### src/rtl/asa_pio_bridge.sv
// Host-facing PIO master for the ASA register block.
// Decodes the address window, drives one register transaction at a time,
// waits for the block's sticky ack/rvalid (with a timeout), and then drains
// those sticky flags before the next host request is accepted.
module asa_pio_bridge #(
    parameter int                   PIO_NBITS      = 32,
    parameter int                   REG_ADDR_NBITS = 8,
    parameter logic [PIO_NBITS-1:0] BASE_ADDR      = 32'h0000_0400,
    parameter int                   DIV            = 4,
    parameter int                   TIMEOUT        = 255
) (
    input  logic                 clk,
    input  logic                 rstn,
    input  logic                 host_req_valid,
    output logic                 host_req_ready,
    input  logic                 host_req_wr,
    input  logic [PIO_NBITS-1:0] host_req_addr,
    input  logic [PIO_NBITS-1:0] host_req_wdata,
    output logic                 host_rsp_valid,
    output logic                 host_rsp_err,
    output logic [PIO_NBITS-1:0] host_rsp_rdata,
    output logic                 clk_div,
    output logic                 reg_bs,
    output logic                 reg_rd,
    output logic                 reg_wr,
    output logic [PIO_NBITS-1:0] reg_addr,
    output logic [PIO_NBITS-1:0] reg_din,
    input  logic                 pio_ack,
    input  logic                 pio_rvalid,
    input  logic [PIO_NBITS-1:0] pio_rdata
);

    localparam logic [2:0] S_IDLE  = 3'd0;
    localparam logic [2:0] S_ERR   = 3'd1;
    localparam logic [2:0] S_REQ   = 3'd2;
    localparam logic [2:0] S_WAIT  = 3'd3;
    localparam logic [2:0] S_DRAIN = 3'd4;

    localparam int               DIV_W    = $clog2(DIV);
    localparam logic [DIV_W-1:0] DIV_LAST = DIV_W'(DIV - 1);
    // The WAIT cycle that sees the counter at TIMEOUT-1 is the TIMEOUT-th one.
    localparam logic [7:0]       TMO_LAST = 8'(TIMEOUT - 1);

    logic [2:0]       state;
    logic [DIV_W-1:0] div_cnt;
    logic [7:0]       tmo_cnt;
    logic             wr_q;
    logic             win_hit;
    logic             done;

    assign win_hit = (host_req_addr[PIO_NBITS-1:REG_ADDR_NBITS]
                      == BASE_ADDR[PIO_NBITS-1:REG_ADDR_NBITS]);
    // A write only listens to ack, a read only to rvalid.
    assign done    = wr_q ? pio_ack : pio_rvalid;

    // Free-running enable for the register block, one pulse every DIV clocks.
    always_ff @(posedge clk or negedge rstn) begin
        if (!rstn) begin
            div_cnt <= '0;
            clk_div <= 1'b0;
        end else if (div_cnt == DIV_LAST) begin
            div_cnt <= '0;
            clk_div <= 1'b1;
        end else begin
            div_cnt <= div_cnt + 1'b1;
            clk_div <= 1'b0;
        end
    end

    // Transaction FSM; every output is registered and updated with the state.
    always_ff @(posedge clk or negedge rstn) begin
        if (!rstn) begin
            state          <= S_IDLE;
            tmo_cnt        <= '0;
            wr_q           <= 1'b0;
            host_req_ready <= 1'b0;
            host_rsp_valid <= 1'b0;
            host_rsp_err   <= 1'b0;
            host_rsp_rdata <= '0;
            reg_bs         <= 1'b0;
            reg_rd         <= 1'b0;
            reg_wr         <= 1'b0;
            reg_addr       <= '0;
            reg_din        <= '0;
        end else begin
            // NOTE: pulses are defaulted low here and raised below; with
            // non-blocking assignments the last write in the block wins, so
            // each strobe lasts exactly the one cycle it is set for.
            host_rsp_valid <= 1'b0;
            host_rsp_err   <= 1'b0;
            reg_rd         <= 1'b0;
            reg_wr         <= 1'b0;
            case (state)
                S_IDLE: begin
                    // ready tracks the state register, so it is raised on the
                    // same edge that enters IDLE and dropped on acceptance.
                    if (host_req_valid && host_req_ready) begin
                        host_req_ready <= 1'b0;
                        reg_addr       <= host_req_addr;
                        reg_din        <= host_req_wdata;
                        wr_q           <= host_req_wr;
                        if (win_hit) begin
                            state  <= S_REQ;
                            reg_bs <= 1'b1;
                            reg_wr <= host_req_wr;
                            reg_rd <= ~host_req_wr;
                        end else begin
                            state <= S_ERR;
                        end
                    end else begin
                        host_req_ready <= 1'b1;
                    end
                end
                S_ERR: begin
                    host_rsp_valid <= 1'b1;
                    host_rsp_err   <= 1'b1;
                    host_rsp_rdata <= '0;
                    host_req_ready <= 1'b1;
                    state          <= S_IDLE;
                end
                S_REQ: begin
                    tmo_cnt <= '0;
                    state   <= S_WAIT;
                end
                S_WAIT: begin
                    if (done) begin
                        host_rsp_valid <= 1'b1;
                        host_rsp_rdata <= wr_q ? '0 : pio_rdata;
                        reg_bs         <= 1'b0;
                        state          <= S_DRAIN;
                    end else if (tmo_cnt == TMO_LAST) begin
                        host_rsp_valid <= 1'b1;
                        host_rsp_err   <= 1'b1;
                        host_rsp_rdata <= '0;
                        reg_bs         <= 1'b0;
                        state          <= S_DRAIN;
                    end else begin
                        tmo_cnt <= tmo_cnt + 1'b1;
                    end
                end
                S_DRAIN: begin
                    // Sticky flags from the finished access must be gone
                    // before a new request may be accepted.
                    if (!pio_ack && !pio_rvalid) begin
                        host_req_ready <= 1'b1;
                        state          <= S_IDLE;
                    end
                end
                default: begin
                    reg_bs         <= 1'b0;
                    host_req_ready <= 1'b0;
                    state          <= S_IDLE;
                end
            endcase
        end
    end

endmodule

### config.mk
export PLATFORM = sky130hd
export DESIGN_NAME = asa_pio_bridge
export DESIGN_NICKNAME = d
export VERILOG_FILES = /design/src/rtl/asa_pio_bridge.sv
export SDC_FILE = /design/constraint.sdc
export NUM_CORES = 1
export LEC_CHECK = 0
export ABC_AREA = 1
export CELL_PAD_IN_SITES_DETAIL_PLACEMENT = 1
export CELL_PAD_IN_SITES_GLOBAL_PLACEMENT = 2
export CORE_MARGIN = 10
export CORE_UTILIZATION = 27
export CTS_BUF_LIST = sky130_fd_sc_hd__clkbuf_4 sky130_fd_sc_hd__clkbuf_8
export DETAILED_ROUTE_END_ITERATION = 12
export PLACE_DENSITY = 0.9
export SLEW_MARGIN = 20
export SYNTH_ARGS = -nofsm -noshare
export SYNTH_HDL_FRONTEND = slang
export SYNTH_SLANG_ARGS = --single-unit
### constraint.sdc
create_clock -name clk -period 2.68 [get_ports clk]
set_input_delay 0.402 -clock clk [delete_from_list [all_inputs] [get_ports clk]]
set_output_delay 0.402 -clock clk [all_outputs]
set_load 0.03 [all_outputs]
======== Word-level counts from Yosys, hierarchy flattened ========
Cells that the tools add are included.
storage, ports and cells
  flip-flop bits (word level) ............. 117
  latch bits .............................. 0
  memory bits (writable) .................. 0
  memory bits (read-only) ................. 0
  bits of input ports ..................... 102
  logic and storage cells ................. 82
  memories kept ........................... 0
cells by class
  add/subtract/negate cells ............... 2
  $mul .................................... 0
  div/mod/pow operators ................... 0
  magnitude comparators ................... 0
  equal/unequal tests ..................... 13
  shift-type cells ........................ 0
  multiplexer cells ....................... 35
  bitwise operators ....................... 3
  reduce and logical (&&, ||, !) cells .... 15
operators by type and width
  operator                                               count
  two-way mux 32 bit                                     3
  one-hot mux 32 bit (2 select lines)                    1
  equality test 24 x 3 -> 1 bit (second input constant)  1
  two-way mux 1 bit                                      17
  two-way mux 8 bit                                      2
  one-hot mux 8 bit (2 select lines)                     1
  two-way mux 3 bit                                      4
  one-hot mux 3 bit (4 select lines)                     1
  inequality test 2 bit (second input constant)          5
  adder 8 x 1 -> 8 bit (second input constant)           1
  equality test 8 bit (second input constant)            1
  equality test 3 x 2 -> 1 bit (second input constant)   2
  AND reduction 2 bit                                    3
  AND reduction 3 bit                                    2
  two-way mux 2 bit                                      2
  one-hot mux 1 bit (2 select lines)                     2
  one-hot mux 1 bit (4 select lines)                     1
  AND reduction 4 bit                                    1
  nonzero test 2 bit                                     2
  equality test 3 x 1 -> 1 bit (second input constant)   1
  equality test 3 bit (second input constant)            1
  logical NOT 3 bit                                      1
  inequality test 3 bit (second input constant)          1
  NOT 1 bit                                              3
  7 further kinds                                        9

======== Logic depth before layout (Yosys ltp) ========
  depth after elaboration ................. 4
  depth in mapped cells ................... 10
  mapped depth without buffers ............ 10

======== Least setup slack after synthesis ========
Ideal clock, no wire load.
  path kind ............................... flip-flop to flip-flop
  from .................................... register tmo_cnt[0]
  to ...................................... register host_rsp_rdata[20]
  library setup time ...................... 0.119 ns
  arrival time ............................ 1.255 ns
  path slack .............................. 1.306 ns
  cell stages (with the launch flop) ...... 11
  cells stage by stage .................... dfrtp_1 > inv_1 > ha_1 > nand2_1 > nor2_1 > nand2_2 > nand2_1 > nand2_4 > buf_6 > nand3_1 > nand2_1
on the way
  word-level cells in the longest chain between the ends .. 3
ends and longest elaborated chain
  item                             line  RTL
  from (decl)                      46    logic [7:0] tmo_cnt;
  from (signal assigned)           138   tmo_cnt <= tmo_cnt + 1'b1;
  equality test 8 bit              131   end else if (tmo_cnt == TMO_LAST) begin
  inequality test 3 bit (no line)  --
  AND reduction 2 bit (no line)    --
  to (signal assigned)             128   host_rsp_rdata <= wr_q ? '0 : pio_rdata;
  to (decl)                        21    output logic [PIO_NBITS-1:0] host_rsp_rdata,
Every way passes these cells.
A chain may end at the register's enable or synchronous reset.

======== Worst setup path in the final report ========
  from .................................... register host_req_ready
  to ...................................... output host_req_ready
RTL lines
  item                    line  RTL
  from (decl)             15    output logic host_req_ready,
  from (signal assigned)  76    host_req_ready <= 1'b0;
  from (signal assigned)  98    host_req_ready <= 1'b0;
  from (signal assigned)  111   host_req_ready <= 1'b1;
No word-level cell between the ends.

==> summary.txt <==
P_leak -> 3.82 nW
CP top delay family -> buffers and inverters
final setup TNS -> 0 ps
worst reg2reg endpoint -> host_rsp_rdata[8]
complex-gate fraction of the synthesized area -> 0.0103
Post-Syn Instances -> 581
cell with the most instances after synthesis -> nand2_1
total power -> 7.86 mW
Nets -> 894
R2R setup slack -> 1010 ps
Seq/Total Area, Yosys -> 0.585
IO buf count -> 204
first-pass GRT wire length -> 27600 um
pwr dens -> 1010 mW/mm^2
DRC Markers -> 0
relative slew slack -> 0.584
Crit. End Element -> output port
vias -> 4544
Max stage delay on crit path -> 700 ps
dpl ws -> 771 ps
largest net degree at the start of global routing -> 50
Cell variety after synth -> 26
RSZ-0062 raised after global routing -> false
CTS tree -> built
Worst EP arrival -> 1560 ps
CP startpoint -> host_req_ready
Post-Syn Area -> 0.00500 mm^2
post-synthesis mux area share -> 0
Core ar. -> 0.0181 mm^2
Syn Nets -> 686
Hold Crit Class -> reg -> reg
Final Cell Area -> 0.00778 mm^2
number of global-route vias before repair -> 4881
Final Max Tran Viols -> 0
FFs w/ async S/R, synth -> 1.00
top cells by area, synth -> dfrtp_1, nand2_1, nand3_1
Worst Skew -> 13.3 ps
total placed cells including tap cells -> 998
CTS buffer count -> 17
final wirelength -> 17400 um
R2R depth -> 9
layout cells sized above 1 -> 0.0848
GP Congestion -> 0.735
Yosys reg bits -> 117
YS warnings -> 0
Synth Area in Adders -> 0.00751
final setup margin -> 716 ps
area leader, netlist -> dfrtp_1
CTS max path bufs -> 2
Worst-Skew Late Latency -> 450 ps
Hold Fails Final Rpt -> 0
critical setup path kind -> reg -> out
Ant. Diodes -> 0
number of synthesized flops with an enable pin -> 0
Final Setup Violations -> 0
Post-Layout Cell Count -> 1031
Synth Area in Simple Gates -> 0.344
largest family of logic cells by synthesized area -> simple AND/OR/NAND/NOR gates
Synth top cells by count -> nand2_1, dfrtp_1, nand3_1, nor2_1, inv_1
post-route ant nets -> 0
die area -> 0.0244 mm^2
VDD IR max -> 544 uV
initial antenna violation count -> 0
Critical Path Sink -> host_req_ready
most used flip-flop cell after synthesis -> dfrtp_1
Area growth, synth to finish -> 55.7%
XOR/XNOR Fraction of Synth Area -> 0.00525
routed len/inst -> 16.9 um
Die Y-Extent -> 156 um
Site Rows -> 49
DRT iter0 DRCs -> 202
via/cell ratio -> 4.41
gr usage total -> 0.143
syn avg cell area -> 8.61 um^2
WP data required -> 2280 ps
r2r startpoint -> tmo_cnt[0]
clk sink count -> 117
crit-path cells -> clkdlybuf4s50_1
first-pass iteration count of the detailed router -> 4
period utilization -> 0.733
Max-Cap Viols -> 0
post-synth top area share -> 0.585
Max Freq -> 0.509 GHz
Worst setup SP type -> register
Die Width -> 156 um
hpwl dp -> 12700 um
CP Depth -> 1
crit path buf inv count -> 1
root buf cell -> clkbuf_8
grt ovf -> 0
Tmin final -> 1960 ps
Placed Area -> 0.00728 mm^2
IO Count -> 205
CTS H-tree lvls -> 4
starting density of the core -> 0.277
hold path depth -> 1
status -> finished, final reports clean
slowest CP cell -> clkdlybuf4s50_1
CP Max Fanout -> 3
Slew @ Worst Pin -> 623 ps
post-cts gate resize count -> 0
Clk pin slew, worst setup/hold paths -> 80 ps
[how the worst min path moves through the flow]
stage          startpoint    endpoint  slack (ps)
4_1_cts        div_cnt[0]  div_cnt[0]         430
2_1_floorplan        rstn     clk_div         110
6_report       div_cnt[0]  div_cnt[0]         430
5_1_grt        div_cnt[0]  div_cnt[0]         450
3_3_place_gp   div_cnt[0]  div_cnt[0]         410
3_5_place_dp   div_cnt[0]  div_cnt[0]         420
[stage by stage]
| stage | hold slack [ps] | utilization |
|---|---|---|
| floorplan | 106 | - |
| global placement | 412 | 0.403 |
| detailed placement | 422 | 0.403 |
| CTS | 434 | 0.430 |
| global route | 451 | 0.430 |
| finish | 432 | 0.430 |
[flip-flops by register name, summed over array words and instances (netlist names), 2 cells and up]
| name | cells |
|---|---|
| state | 3 |
| tmo_cnt | 8 |
| reg_din | 32 |
| host_rsp_rdata | 32 |
| div_cnt | 2 |
| reg_addr | 32 |
[logic make-up after synthesis]
family / count (synthesis)
AO/OA/AOI/OAI: 10
flip-flops: 117
XOR/XNOR: 3
buffers and inverters: 46
adder cells (fa/ha/maj): 3
AND/OR/NAND/NOR: 402
[what timing repair did]
action                                 4_1_cts  5_1_grt
setup endpoints to repair                    0        0
buffers inserted                             0        0
endpoints found under the hold margin       43        0
hold buffers                                 1        0
[per-layer routing]
metal,vias up,GRT usage,routed length [um]
li1,2232,-,-
met1,2160,0.170,7600
met2,139,0.226,7960
met3,13,0.0659,1630
met4,0,0.0445,181
met5,-,0,0
[power by group]
part           switching, mW  internal, mW
combinational           2.05          1.24
sequential             0.270          2.26
clock                  0.805          1.24
[layout by cell type (no fill, tap or decap), drive strengths merged]
master         Yosys  layout
a21oi              2       2
a31oi              1       1
buf               22      11
bufinv             0       6
clkbuf             4      18
clkdlybuf4s50      0     203
clkinv             0       2
clkinvlp           0       1
dfrtp            117     117
dlygate4sd3        0       1
ha                 3       3
inv               20      25
nand2            275     275
nand3             79      79
nand4              2       2
nor2              44      44
nor3               1       1
o21ai              7       7
or2                1       1
xor2               3       3
[layout make-up]
cell class	instances	area, um^2
Clock buffer	18	248
Tap cell	229	287
Inverter	20	75.1
Sequential cell	117	2930
Fill cell	2131	10300
Clock inverter	14	245
Timing Repair Buffer	215	2160
Multi-Input combinational cell	418	1840
Note: power is estimated with default switching activity, not from simulation.
